[src/rtl/loop_dispatch.sv]
// rtl/loop_dispatch.sv - 1-to-N round-robin (LRU) dispatcher with 1-entry registered output slots
//
// Purpose : hands each accepted input beat to exactly one of PORT_NUM output ports.
//           Ports are ranked in an LRU list (position 0 = highest rank). The port just
//           served drops to the last position; the others keep their relative order.
// Config  : LOOP_DISP_STRICT_EN defined   -> strict rotation, only the rank-0 port is a candidate
//           LOOP_DISP_STRICT_EN undefined -> work-conserving, busy ports are skipped
// Ports   : clk, rst_n (async, active-low)
//           disp_en                  dispatch enable (0 = accept nothing, rank frozen)
//           in_valid/in_ready/in_data  input stream (in_ready combinational)
//           out_valid/out_ready/out_data  per-port registered slots, port p = [p*DATA_W +: DATA_W]
//           disp_oh                  one-hot port loaded this cycle, 0 when no accept
module loop_dispatch #(
    parameter int PORT_NUM = 7,
    parameter int DATA_W   = 32
) (
    input  logic                       clk,
    input  logic                       rst_n,
    input  logic                       disp_en,
    input  logic                       in_valid,
    output logic                       in_ready,
    input  logic [DATA_W-1:0]          in_data,
    output logic [PORT_NUM-1:0]        out_valid,
    input  logic [PORT_NUM-1:0]        out_ready,
    output logic [PORT_NUM*DATA_W-1:0] out_data,
    output logic [PORT_NUM-1:0]        disp_oh
);

    localparam int W = (PORT_NUM > 1) ? $clog2(PORT_NUM) : 1;

    // rank_q[0] is the highest-ranked (least recently served) port
    logic [W-1:0]        rank_q [PORT_NUM];
    logic [W-1:0]        rank_d [PORT_NUM];
    logic [PORT_NUM-1:0] elig;
    logic [W-1:0]        sel_pos;
    logic [W-1:0]        sel_port;
    logic                sel_any;
    logic                accept;
`ifndef LOOP_DISP_STRICT_EN
    logic [PORT_NUM-1:0] pos_elig;
`endif

    always_comb begin
        // A slot can take a new beat if it is empty or is being drained this cycle
        elig    = ~out_valid | out_ready;
        sel_any = 1'b0;
        sel_pos = '0;
`ifdef LOOP_DISP_STRICT_EN
        sel_any = elig[rank_q[0]];
`else
        // Eligibility re-ordered by rank position; the lowest set bit wins
        for (int i = 0; i < PORT_NUM; i++) begin
            pos_elig[i] = elig[rank_q[i]];
        end
        for (int i = PORT_NUM - 1; i >= 0; i--) begin
            if (pos_elig[i]) begin
                sel_any = 1'b1;
                sel_pos = W'(i);
            end
        end
`endif
        sel_port = rank_q[sel_pos];
        in_ready = disp_en & sel_any;
        accept   = in_ready & in_valid;

        disp_oh = '0;
        if (accept) begin
            disp_oh[sel_port] = 1'b1;
        end

        // Served port moves to the tail; entries ranked below it shift up one place
        rank_d = rank_q;
        if (accept) begin
            for (int i = 0; i < PORT_NUM - 1; i++) begin
                if (W'(i) >= sel_pos) begin
                    rank_d[i] = rank_q[i + 1];
                end
            end
            rank_d[PORT_NUM-1] = sel_port;
        end
    end

    always_ff @(posedge clk or negedge rst_n) begin
        if (!rst_n) begin
            out_valid <= '0;
            out_data  <= '0;
            for (int i = 0; i < PORT_NUM; i++) begin
                rank_q[i] <= W'(i);
            end
        end else begin
            rank_q <= rank_d;
            for (int p = 0; p < PORT_NUM; p++) begin
                // Load wins over drain so a same-cycle drain+refill keeps the slot full
                if (accept && (sel_port == W'(p))) begin
                    out_valid[p]                   <= 1'b1;
                    out_data[p*DATA_W +: DATA_W]   <= in_data;
                end else if (out_ready[p]) begin
                    out_valid[p] <= 1'b0;
                end
            end
        end
    end

endmodule

[config.mk]
export PLATFORM = sky130hd
export DESIGN_NAME = loop_dispatch
export DESIGN_NICKNAME = d
export VERILOG_FILES = /design/src/rtl/loop_dispatch.sv
export SDC_FILE = /design/constraint.sdc
export NUM_CORES = 1
export LEC_CHECK = 0
export ABC_CLOCK_PERIOD_IN_PS = 10400
export CAP_MARGIN = 30
export CORE_MARGIN = 2
export CORE_UTILIZATION = 50
export DETAILED_ROUTE_END_ITERATION = 10
export GPL_TIMING_DRIVEN = 0
export PLACE_DENSITY = 0.91
export SLEW_MARGIN = 40
export SYNTH_ARGS = -nofsm -noshare
export SYNTH_HDL_FRONTEND = slang
export SYNTH_SLANG_ARGS = --single-unit
[constraint.sdc]
create_clock -name clk -period 10.4 [get_ports clk]
set_clock_uncertainty 0.05 [all_clocks]
set_input_delay 1.56 -clock clk [delete_from_list [all_inputs] [get_ports clk]]
set_output_delay 1.56 -clock clk [all_outputs]
set_load 0.02 [all_outputs]
==> impl_metrics.json, run 1 <==
{
  "status": "finished clean",
  "placed_area_mm2": 0.0140,
  "fin_crit_sh": 0.694,
  "grt_overflow_total": 0,
  "p_leak_uw": 0.00671,
  "netlist_area_mm2": 0.0108,
  "cp_max_fo": 10,
  "hold_buffers": 0,
  "peakVddDrop_mv": 0.170,
  "layout-drive-gt1-share": 0.283,
  "crit_type": "in2out",
  "rows": 53,
  "synth_seq_cells": 252,
  "hp-class": "reg2reg",
  "diodes": 0,
  "cts_buffers": 27,
  "final_util": 0.706,
  "num_vias": 6924,
  "layout_commonest_cell": "clkdlybuf4s50_1",
  "area_delta_synth_final_pct": 38.4,
  "cts_root_buf": "clkbuf_16",
  "antenna_found_initial": 0,
  "design_area_mm2": 0.0149,
  "setup_slack_ns": 3.18,
  "start_kind": "input pin",
  "cts_resized": 0,
  "max_cap_violations": 0,
  "routed_wl_mm": 28.1,
  "rsz0062_at_grt": "false",
  "grt_max_degree": 79,
  "ys_seq_area_frac": 0.588,
  "synthCells": 654,
  "slew_headroom": 0.617,
  "final-seq-area_mm2": 0.00632,
  "final_antenna_net_count": 0,
  "drv_slew": 0,
  "remaining_drc_errors": 0,
  "async_reset_ff_frac": 1.00,
  "final_nets": 1010,
  "fmax_ghz": 0.139,
  "die_w_um": 151,
  "syn_nets": 697,
  "synth_edf_count": 0,
  "htreeDepth": 1,
  "cts_sinks": 252,
  "synth_top_area_share": 0.566,
  "worstSetupEndpointType": "output pin",
  "setup_viol": 0,
  "cts_buffer_depth": 3,
  "firstDrtPassIters": 4,
  "multi_input_area_mm2": 0.00410,
  "required_ns": 8.79,
  "yosysTopAreaCell": "dfrtp_1",
  "power.total_uw": 3510,
  "top_level_ports": 282,
  "final_cell_mix": "clkdlybuf4s50_1 (280), dfrtp_1 (243), mux2_4 (92)",
  "cts_tree": "built",
  "yosysUniqueCellTypes": 52,
  "die-area_mm2": 0.0227,
  "dp_hpwl_mm": 19.4,
  "post-place-ws_ns": 3.24,
  "synthTopCellsByArea": "dfrtp_1 (57%), mux2_4 (13%), mux2_2 (8.8%)",
  "viasPerCell": 5.49,
  "wire_per_inst_um": 22.3,
  "drt_iter0_drc": 272,
  "tns_ns": 0,
  "final_hold_viol_count": 0,
  "insertion_delay_ns": 0.52,
  "tightest_slew_ns": 0.570,
  "die_h_um": 151,
  "synth_warnings": 0,
  "core_area_mm2": 0.0211,
  "synth_ff_type": "dfrtp_1",
  "fill_cells": 1360,
  "grt_pass1_vias": 7333,
  "cts_setup_buffers": 0,
  "syn_avg_cell_area_um2": 16.4,
  "critPathArrivalTime_ns": 5.61,
  "power.density_mw_per_mm2": 236,
  "clk_pin_slew_ns": 0.06,
  "io_buffers": 281,
  "gp_congestion": 0.892,
  "fin_crit_ns": 7.22,
  "grt_pass1_wl_mm": 43.2,
  "initial_core_util": 0.510,
  "grt_usage": 0.248
}
area by class of cell:
class / instances / share of cell area
buffer: 27 / 0.0207
clock buffer: 39 / 0.0531
clock inverter: 9 / 0.00639
inverter: 7 / 0.00177
multi-input combinational: 368 / 0.276
sequential: 252 / 0.424
tap: 275 / 0.0231
timing repair buffer: 284 / 0.195
critical path: stages:
cell             delay, ns
clkdlybuf4s50_1       0.55
nand2b_1              0.26
mux4_2                0.49
o22ai_1               0.33
a211oi_1              0.17
or2_1                 0.27
buf_6                 0.13
a221o_1               0.40
a21oi_4               0.27
and3_1                0.22
buf_6                 0.17
buf_12                0.16
clkdlybuf4s50_1       0.61
stage by stage:
stage,std cells,hold slack [ns]
final,1261,0.438
after global routing,1261,0.447
after CTS,1261,0.443
after detailed placement,1213,0.430
after global placement,1210,0.423
after floorplan,654,0.446
synth_stat cells, drive strengths merged, types with 2 or more instances:
cell / instances
dfrtp: 243
nand3: 7
o2111ai: 2
o22a: 7
a21oi: 4
o22ai: 5
mux2: 242
nor3: 2
or2: 4
mux2i: 2
a32oi: 2
buf: 26
mux4: 7
nand2b: 12
o21ba: 2
o21ai: 9
nor4: 2
dfstp: 9
o21bai: 3
nor2: 8
inv: 7
nand2: 13
nor3b: 8
and3: 4
a211oi: 8
nor2b: 3
a21o: 3
state kept, by name (all words and copies together) (netlist names):
name / flops
out_data: 224
rank_q: 21
out_valid: 7
path summary, 6_finish.rpt:
kind                               from             to  slack [ns]  cells past startpoint
min in group asynchronous         rst_n     rank_q[11]        0.90                      1
setup / recovery           out_ready[2]     disp_oh[5]        3.18                     13
max in group asynchronous         rst_n   out_data[18]        8.39                      3
setup reg to reg             rank_q[20]  out_data[181]        6.61                     11
hold reg to reg            out_data[23]   out_data[23]        0.44                      1
hold / removal             out_data[23]   out_data[23]        0.44                      1
kinds of logic (layout without fill, tap and decap cells):
kind of cell / Yosys count / in the layout / synth area share
buffers and inverters: 34 / 366 / 0.0311
AOI/OAI and AO/OA: 52 / 52 / 0.0361
and+or+nand+nor: 65 / 65 / 0.0419
muxes: 251 / 251 / 0.303
DFF: 252 / 252 / 0.588
metal layers:
layer / wire length (um) / global-route usage
met5: 0 / 0
met4: 706 / 0.0650
met3: 2360 / 0.0691
met2: 13700 / 0.411
met1: 11400 / 0.324
power by group:
group / switching (uW) / internal [uW] / total (uW) / leakage (uW)
registers: 150 / 1220 / 1370 / 0.00333
logic: 586 / 604 / 1190 / 0.00294
clock network: 376 / 573 / 949 / 0.000445
(Power assumes the default switching activity.)
==> inputs of run 2 (changes only) <==
ABC_CLOCK_PERIOD_IN_PS = 5800   (was 10400)
CORE_UTILIZATION = 44   (was 50)
PLACE_DENSITY = 0.85   (was 0.91)
clock period = 5.8 ns   (was 10.4 ns; I/O delays follow)
==> impl_metrics.json, run 2 (same netlist as run 1, synthesis figures left out) <==
{
  "hp-class": "in2async",
  "design_area_mm2": 0.0151,
  "critPathBufInv": 6,
  "slew_headroom": 0.736,
  "core_area_mm2": 0.0242,
  "cp_max_fo": 10,
  "final_util": 0.624,
  "status": "finished clean",
  "area_delta_synth_final_pct": 40.3,
  "final_nets": 1010,
  "rows": 57,
  "ff2ff_setup_slack_ns": 1.97,
  "die-area_mm2": 0.0257,
  "fmax_ghz": 0.177,
  "setup_viol": 0,
  "top_level_ports": 282,
  "fin_crit_ns": 5.66,
  "grt_overflow_total": 0,
  "wire_per_inst_um": 21.3,
  "htreeDepth": 1,
  "clk_pin_slew_ns": 0.06,
  "grt_pass1_vias": 7507,
  "start_kind": "input pin",
  "io_buffers": 281,
  "drt_iter0_drc": 295,
  "cts_tree": "built",
  "worstSetupEndpointType": "output pin",
  "die_h_um": 160,
  "routed_wl_mm": 27.9,
  "num_vias": 6787,
  "crit_cells": 14,
  "layout_commonest_cell": "clkdlybuf4s50_1",
  "slowest_stage": "clkdlybuf4s50_1",
  "crit_end": "disp_oh[0]",
  "startpoint": "out_ready[4]",
  "fin_crit_sh": 0.975,
  "cts_buffer_depth": 3,
  "tightest_slew_ns": 0.395,
  "die_w_um": 160,
  "largest_reg_flops": 224,
  "antenna_found_initial": 0,
  "cts_root_buf": "clkbuf_16",
  "cts_sinks": 252,
  "grt_max_degree": 75,
  "viasPerCell": 5.18,
  "critPathArrivalTime_ns": 4.74,
  "fill_cells": 1777,
  "rr_endpoint": "out_data[53]",
  "p_leak_uw": 0.00679,
  "final_cell_mix": "clkdlybuf4s50_1 (278), dfrtp_1 (243), mux2_4 (92)",
  "path_cells": "clkdlybuf4s50_1 -> nand2b_4 -> mux4_2 -> o22a_1 -> buf_6 -> a21o_1 -> or2_1 -> buf_6 -> a221o_1 -> a21oi_4 -> nand3_4 -> buf_2 -> inv_1 -> clkdlybuf4s50_1",
  "grt_pass1_wl_mm": 44.5,
  "required_ns": 4.88,
  "rsz0062_at_grt": "false",
  "max_cap_violations": 0,
  "regMostFlops": "out_data",
  "layout-drive-gt1-share": 0.289,
  "timing.rr.start": "rank_q[14]",
  "top_regs": "out_data: 224 flops, rank_q: 21 flops, out_valid: 7 flops",
  "final_antenna_net_count": 0,
  "peakVddDrop_mv": 0.296,
  "dp_hpwl_mm": 19.2,
  "remaining_drc_errors": 0,
  "cts_buffers": 28,
  "worstRegToRegCells": 11,
  "power.total_uw": 6440,
  "firstDrtPassIters": 4,
  "final_hold_viol_count": 0,
  "drv_slew": 0,
  "power.density_mw_per_mm2": 427,
  "crit_type": "in2out",
  "gp_congestion": 0.901,
  "tns_ns": 0,
  "crit_family": "buffers and inverters",
  "insertion_delay_ns": 0.52,
  "initial_core_util": 0.445,
  "placed_area_mm2": 0.0141,
  "cp_slowest_stage_delay_ns": 0.59,
  "grt_usage": 0.219,
  "diodes": 0
}
[run 2: cell types whose count changed in the layout (fill, tap and decap cells not counted), sizes merged]
cell           before  now
buf                30   28
bufinv              2    4
clkbuf             40   42
clkdlybuf4s50     280  278
clkinv              7    3
clkinvlp            0    1
dlymetal6s2s        0    2
[run 2: routing by layer]
metal  wire [um]  up-vias  global-route usage
met1       11700     3452               0.288
met3        2040       64              0.0612
li1            -     3013                   -
met2       13300      258               0.354
met5           0        -                   0
met4         870        0              0.0713
[run 2: through the flow]
step | hold slack (ns) | instances | setup slack [ns]
floorplan | 0.446 | 654 | 1.44
global placement | 0.423 | 1259 | -6.76
detailed placement | 0.430 | 1262 | -0.0258
CTS | 0.161 | 1310 | 0.00819
global route | 0.184 | 1309 | 0.00955
finish | 0.180 | 1309 | 0.145
[run 2: report_power, final]
group | internal (uW) | switching, uW | leakage, uW
combinational | 1090 | 1040 | 0.00298
sequential | 2190 | 262 | 0.00333
clock | 1170 | 689 | 0.000481
[run 2: how the worst min path moves through the flow]
stage,slack (ns),start,depth (start not counted),to
after CTS,0.16,rst_n,1,out_data[221]
after detailed placement,0.43,out_data[132],1,out_data[132]
after global routing,0.18,rst_n,1,out_data[156]
after global placement,0.42,out_data[142],1,out_data[142]
final,0.18,rst_n,1,out_data[221]
after floorplan,0.45,rank_q[2],2,rank_q[2]
[run 2: cell type report]
type	count	area, um2	share of cell area
Clock inverter	8	143	0.00946
Buffer	26	310	0.0206
Multi-Input combinational cell	368	4140	0.274
Inverter	7	26.3	0.00174
Tap cell	324	405	0.0269
Clock buffer	40	837	0.0555
Timing Repair Buffer	284	2910	0.193
Sequential cell	252	6320	0.419
[run 2: what timing repair did]
action | CTS | global route
hold buffers | 0 | 0
pin swaps | 0 | 2
resized for setup | 1 | 13
setup buffers | 0 | 0
setup endpoints to repair | 4 | 7
==> inputs of run 3 (changes only) <==
SKIP_LAST_GASP = 1   (was unset)
==> results of run 3 <==
Same layout as run 2: the final DEF is identical, and so are final timing and power.
